File: src/rtl/elastic_buffer_if.sv
// Handshake bundle between an upstream fork sender, one elastic_buffer and its consumer.
// Ports: io_din/io_valid_in/io_ready_in (upstream side), io_dout/io_valid_out/io_ready_out
//        (downstream side), io_count (occupancy). slave = buffer view, master = environment view.
interface elastic_buffer_if #(
  parameter int WIDTH = 32,
  parameter int DEPTH = 2
);
  localparam int CW = $clog2(DEPTH + 1);

  logic [WIDTH-1:0] io_din;
  logic             io_valid_in;
  logic             io_ready_in;
  logic [WIDTH-1:0] io_dout;
  logic             io_valid_out;
  logic             io_ready_out;
  logic [CW-1:0]    io_count;

  modport slave (
    input  io_din, io_valid_in, io_ready_out,
    output io_ready_in, io_dout, io_valid_out, io_count
  );

  modport master (
    output io_din, io_valid_in, io_ready_out,
    input  io_ready_in, io_dout, io_valid_out, io_count
  );
endinterface

File: src/rtl/elastic_buffer.sv
// Purpose: DEPTH-slot circular FIFO on one fork output branch; io_ready_in comes from registered occupancy only.
// Latency: 1 cycle push-to-output; 0 cycles when ELASTIC_BUFFER_BYPASS_EN is defined and the buffer is empty.
// Backpressure: io_ready_in = (count != DEPTH); a pop while full does not free a slot for that same cycle.
// Ports: clock, reset (async, active low), bus (elastic_buffer_if.slave: io_din, io_valid_in, io_ready_in,
//        io_dout, io_valid_out, io_ready_out, io_count).
// Optional feature macro: ELASTIC_BUFFER_BYPASS_EN (empty-buffer pass-through).
module elastic_buffer #(
  parameter int WIDTH = 32,
  parameter int DEPTH = 2
) (
  input logic              clock,
  input logic              reset,
  elastic_buffer_if.slave  bus
);
  localparam int PW = (DEPTH > 1) ? $clog2(DEPTH) : 1;
  localparam int CW = $clog2(DEPTH + 1);
  localparam logic [PW-1:0] LAST_IDX = PW'(DEPTH - 1);
  localparam logic [CW-1:0] FULL_CNT = CW'(DEPTH);

  logic [WIDTH-1:0] r_mem [DEPTH];
  logic [PW-1:0]    r_wr_ptr;
  logic [PW-1:0]    r_rd_ptr;
  logic [CW-1:0]    r_count;

  logic             w_empty;
  logic             w_ready_in;
  logic             w_valid_out;
  logic [WIDTH-1:0] w_dout;
  logic             w_bypass;
  logic             w_push;
  logic             w_pop;

  assign w_empty    = (r_count == '0);
  assign w_ready_in = (r_count != FULL_CNT);

`ifdef ELASTIC_BUFFER_BYPASS_EN
  // Pass-through only while empty and out of reset, so outputs stay 0 during reset.
  logic w_pass;
  assign w_pass = w_empty & reset;
  // Word handed straight to the consumer: neither stored nor popped.
  assign w_bypass = w_pass & bus.io_valid_in & bus.io_ready_out;

  always_comb begin
    w_valid_out = 1'b0;
    w_dout      = '0;
    if (w_pass) begin
      w_valid_out = bus.io_valid_in;
      w_dout      = bus.io_valid_in ? bus.io_din : '0;
    end else if (!w_empty) begin
      w_valid_out = 1'b1;
      w_dout      = r_mem[r_rd_ptr];
    end
  end
`else
  assign w_bypass    = 1'b0;
  assign w_valid_out = !w_empty;
  assign w_dout      = w_valid_out ? r_mem[r_rd_ptr] : '0;
`endif

  assign w_push = bus.io_valid_in & w_ready_in & !w_bypass;
  assign w_pop  = w_valid_out & bus.io_ready_out & !w_bypass;

  // Explicit wrap so non-power-of-two depths work.
  function automatic logic [PW-1:0] next_ptr(input logic [PW-1:0] p);
    return (p == LAST_IDX) ? '0 : p + PW'(1);
  endfunction

  always_ff @(posedge clock or negedge reset) begin
    if (!reset) begin
      r_wr_ptr <= '0;
      r_rd_ptr <= '0;
      r_count  <= '0;
    end else begin
      if (w_push) r_wr_ptr <= next_ptr(r_wr_ptr);
      if (w_pop)  r_rd_ptr <= next_ptr(r_rd_ptr);
      case ({w_push, w_pop})
        2'b10:   r_count <= r_count + CW'(1);
        2'b01:   r_count <= r_count - CW'(1);
        default: r_count <= r_count;
      endcase
    end
  end

  // Storage is deliberately not reset; occupancy alone decides what is valid.
  always_ff @(posedge clock) begin
    if (w_push) r_mem[r_wr_ptr] <= bus.io_din;
  end

  assign bus.io_ready_in  = w_ready_in;
  assign bus.io_valid_out = w_valid_out;
  assign bus.io_dout      = w_dout;
  assign bus.io_count     = r_count;
endmodule

File: src/flat_wrapper.sv
// flat-port wrapper written by rule: the top's interface ports become plain ports
module elastic_buffer_flat 
#(
  parameter int WIDTH = 32,
  parameter int DEPTH = 2
)
  (clock, reset, bus_io_din, bus_io_valid_in, bus_io_ready_out, bus_io_ready_in, bus_io_dout, bus_io_valid_out, bus_io_count);
  elastic_buffer_if #(.WIDTH(WIDTH), .DEPTH(DEPTH)) bus_i ();
  input logic clock;
  input logic reset;
  input wire logic [$bits(bus_i.io_din)-1:0] bus_io_din;
  input wire logic [$bits(bus_i.io_valid_in)-1:0] bus_io_valid_in;
  input wire logic [$bits(bus_i.io_ready_out)-1:0] bus_io_ready_out;
  output wire logic [$bits(bus_i.io_ready_in)-1:0] bus_io_ready_in;
  output wire logic [$bits(bus_i.io_dout)-1:0] bus_io_dout;
  output wire logic [$bits(bus_i.io_valid_out)-1:0] bus_io_valid_out;
  output wire logic [$bits(bus_i.io_count)-1:0] bus_io_count;
  assign bus_i.io_din = bus_io_din;
  assign bus_i.io_valid_in = bus_io_valid_in;
  assign bus_i.io_ready_out = bus_io_ready_out;
  assign bus_io_ready_in = bus_i.io_ready_in;
  assign bus_io_dout = bus_i.io_dout;
  assign bus_io_valid_out = bus_i.io_valid_out;
  assign bus_io_count = bus_i.io_count;
  elastic_buffer #(.WIDTH(WIDTH), .DEPTH(DEPTH)) u_core (.clock(clock), .reset(reset), .bus(bus_i));
endmodule
File: config.mk
export PLATFORM = sky130hd
export DESIGN_NAME = elastic_buffer_flat
export DESIGN_NICKNAME = d
export VERILOG_FILES = /design/src/rtl/elastic_buffer_if.sv /design/src/rtl/elastic_buffer.sv /design/src/flat_wrapper.sv
export SDC_FILE = /design/constraint.sdc
export NUM_CORES = 1
export LEC_CHECK = 0
export ABC_CLOCK_PERIOD_IN_PS = 3400
export CORE_MARGIN = 2
export CORE_UTILIZATION = 47
export DETAILED_ROUTE_END_ITERATION = 10
export GPL_TIMING_DRIVEN = 0
export PLACE_DENSITY = 0.78
export SYNTH_ARGS = -nofsm -noshare
export SYNTH_HDL_FRONTEND = slang
export SYNTH_SLANG_ARGS = --single-unit
File: constraint.sdc
create_clock -name clock -period 3.4 [get_ports clock]
set_input_delay 0.68 -clock clock [delete_from_list [all_inputs] [get_ports clock]]
set_output_delay 0.68 -clock clock [all_outputs]
set_load 0.02 [all_outputs]
==> results.json <==
{
  "clk_latency_ps": 330,
  "synthMuxAreaShare_pct": 12.3,
  "drt-vias-per-instance": 4.75,
  "avgSynthCellArea_um2": 17.1,
  "worstMarginPinSlew_ps": 945,
  "dp_hpwl_mm": 2.92,
  "grt_use_met2_pct": 24.4,
  "post_cts_buffers": 0,
  "p_leak_nw": 1.33,
  "drv_cap": 0,
  "synth-seq-area-share_pct": 77.4,
  "cp.required_ps": 2720,
  "setup-tns-final_ps": 0,
  "final_core_util_pct": 65.7,
  "synth_compound_gate_area_share_pct": 0,
  "finalCritPeriodShare_pct": 76.6,
  "status": "finished, final reports clean",
  "ctsResizeCount": 0,
  "remaining_drc_errors": 0,
  "hold_class": "in2async",
  "grt_pass1_wl_mm": 7.19,
  "grt_max_degree": 33,
  "clock_path_buffers": 2,
  "cpLargestDelayFamily": "buffers and inverters",
  "syn2layout_area_growth_pct": 36.8,
  "finalSetupViolCount": 0,
  "busiest_layer": "met2",
  "cpPeakStageDelay_ps": 620,
  "yosysWarnings": 0,
  "yosys.area_share.simple_pct": 6.28,
  "portBuffers": 71,
  "crit_top_cell": "buf_4",
  "die_area_mm2": 0.00617,
  "ys_ff_latch": 68,
  "drt.antenna.violating_nets": 0,
  "clock-root-buffer": "clkbuf_8",
  "cts_tree": "built",
  "routabilityCongestion": 0.680,
  "synthDistinctLibCells": 15,
  "path_buf_inv": 3,
  "cp-start-kind": "register",
  "fin_hold_ws_ps": 542,
  "num_vias": 1477,
  "synthXorXnorAreaFrac_pct": 1.68,
  "cp_slowest_cell": "clkdlybuf4s50_1",
  "antenna_cells": 0,
  "timing.critical_path.cells": "buf_4 -> buf_4 -> mux2i_1 -> nor2_1 -> clkdlybuf4s50_1",
  "nets": 272,
  "worstSetupPathType": "reg2out",
  "synth_top_family_by_area": "multiplexers",
  "arrival_ps": 1920,
  "rsz0062_at_grt": "false",
  "start_util_pct": 48.0,
  "syn_area_mm2": 0.00261,
  "die_h_um": 78.5,
  "synth_nets": 190,
  "slew_headroom_pct": 36.8,
  "cts.sink_count": 68,
  "layout-drive-gt1-share_pct": 10.0,
  "hold_violations": 0,
  "core_mm2": 0.00544,
  "die_w_um": 78.5,
  "cellPowerDensity_mw_per_mm2": 922,
  "drv_slew": 0,
  "fin_skew_ps": 6.03,
  "htreeDepth": 3,
  "grt-ovfl-total": 0,
  "end_kind": "primary output",
  "firstDrtPassIters": 4,
  "crit_fanout": 10,
  "wl_mm": 4.50,
  "met1_usage_pct": 19.9,
  "synth_fa_ha_area_share_pct": 0.479,
  "grt.total_usage_pct": 15.7,
  "synthCells": 153,
  "dp_cells": 296,
  "nFillCells": 388,
  "grt_pass1_vias": 1522,
  "antenna_found_initial": 0,
  "stdcell_count": 311,
  "cts_buffers": 9,
  "fin_crit_ps": 2600,
  "fmax_ghz": 0.384,
  "ir_drop_v": 0.000448,
  "ioPinCount": 72,
  "ctsHoldBuffers": 0,
  "rows": 27,
  "grtUsageMet3_pct": 5.40,
  "wl_per_cell_um": 14.5,
  "drt-initial-drc-count": 47,
  "path_clk_slew_ps": 70
}
-- metrics by stage --
step / power [mW] / area [um2] / worst slack (ps)
final: 3.29 / 3570 / 796
after detailed placement: 2.80 / 3420 / 920
after CTS: 3.33 / 3570 / 784
after global routing: 3.48 / 3570 / 693
after floorplan: 2.12 / 2610 / 615
after global placement: 2.78 / 3410 / -374
-- worst register-to-register path, stage by stage, from the launching register on --
cell and delay, ps:
dfrtp_1 480, nand2b_1 180, nand2_1 150, nor2_4 750
-- final cells by class --
| class | instances | area [um2] | area share [%] |
|---|---|---|---|
| Inverter | 1 | 3.75 | 0.105 |
| Sequential cell | 68 | 2020 | 56.6 |
| Clock inverter | 3 | 15.0 | 0.420 |
| Tap cell | 72 | 90.1 | 2.52 |
| Clock buffer | 12 | 135 | 3.78 |
| Timing Repair Buffer | 71 | 711 | 19.9 |
| Multi-Input combinational cell | 77 | 549 | 15.4 |
| Buffer | 7 | 45.0 | 1.26 |
-- flip-flops by register name, summed over array words and instances (netlist names) --
register / flops
u_core.r_wr_ptr: 1
u_core.r_rd_ptr: 1
u_core.bus.io_count: 2
u_core.r_mem: 64
-- layer usage --
layer / vias up / wire length, um
met5: - / 0
met1: 696 / 1950
li1: 721 / -
met4: 0 / 51
met3: 4 / 305
met2: 56 / 2200
-- cells in the mapped netlist --
library cell | number | area share (%)
and2_4 | 1 | 0.34
and3_1 | 1 | 0.24
buf_2 | 3 | 0.57
buf_4 | 4 | 1.2
dfrtp_1 | 4 | 3.8
edfxtp_1 | 64 | 74
ha_1 | 1 | 0.48
inv_2 | 1 | 0.14
mux2i_1 | 32 | 12
nand2_1 | 1 | 0.14
nand2b_1 | 1 | 0.24
nor2_1 | 34 | 4.9
nor2_4 | 1 | 0.43
xnor2_1 | 3 | 1.0
xor2_1 | 2 | 0.67
-- path summary, 6_finish.rpt --
check	from	endpoint	slack, ps	cells past startpoint
hold reg to reg	u_core.r_wr_ptr	u_core.r_wr_ptr	560	1
max in group asynchronous	reset	u_core.bus.io_count[0]	2690	1
setup / recovery	u_core.r_rd_ptr	bus_io_dout[6]	800	5
setup reg to reg	u_core.bus.io_count[0]	u_core.r_mem[0][0]	1450	3
min in group clock	u_core.r_wr_ptr	u_core.r_wr_ptr	560	1
hold / removal	reset	u_core.r_rd_ptr	540	1
-- cell usage in the layout (no fill, tap or decap) --
cell type,netlist,routed
and3_2,0,1
and2_4,1,1
buf_2,3,3
edfxtp_1,64,64
nand2b_1,1,1
xnor2_1,3,3
ha_1,1,1
nand2_1,1,1
clkdlybuf4s50_1,0,71
dfrtp_1,4,4
inv_2,1,1
clkinv_2,0,3
nor2_4,1,2
buf_4,4,4
nor2_1,34,33
clkbuf_1,0,3
mux2i_1,32,32
clkbuf_8,0,9
xor2_1,2,2
-- power by group --
group          leakage [nW]  internal [mW]  switching [mW]
registers             0.641           1.15          0.0687
clock network        0.0800          0.257           0.267
logic                 0.613          0.711           0.836
-- cell families (layout without fill, tap and decap cells) --
kind of cell / count (synthesis) / count (layout)
buf+inv: 8 / 94
xor+xnor: 5 / 5
simple gates: 39 / 39
flops: 68 / 68
mux: 32 / 32
fa+ha+maj: 1 / 1
Power figures use the tool's default switching activity.
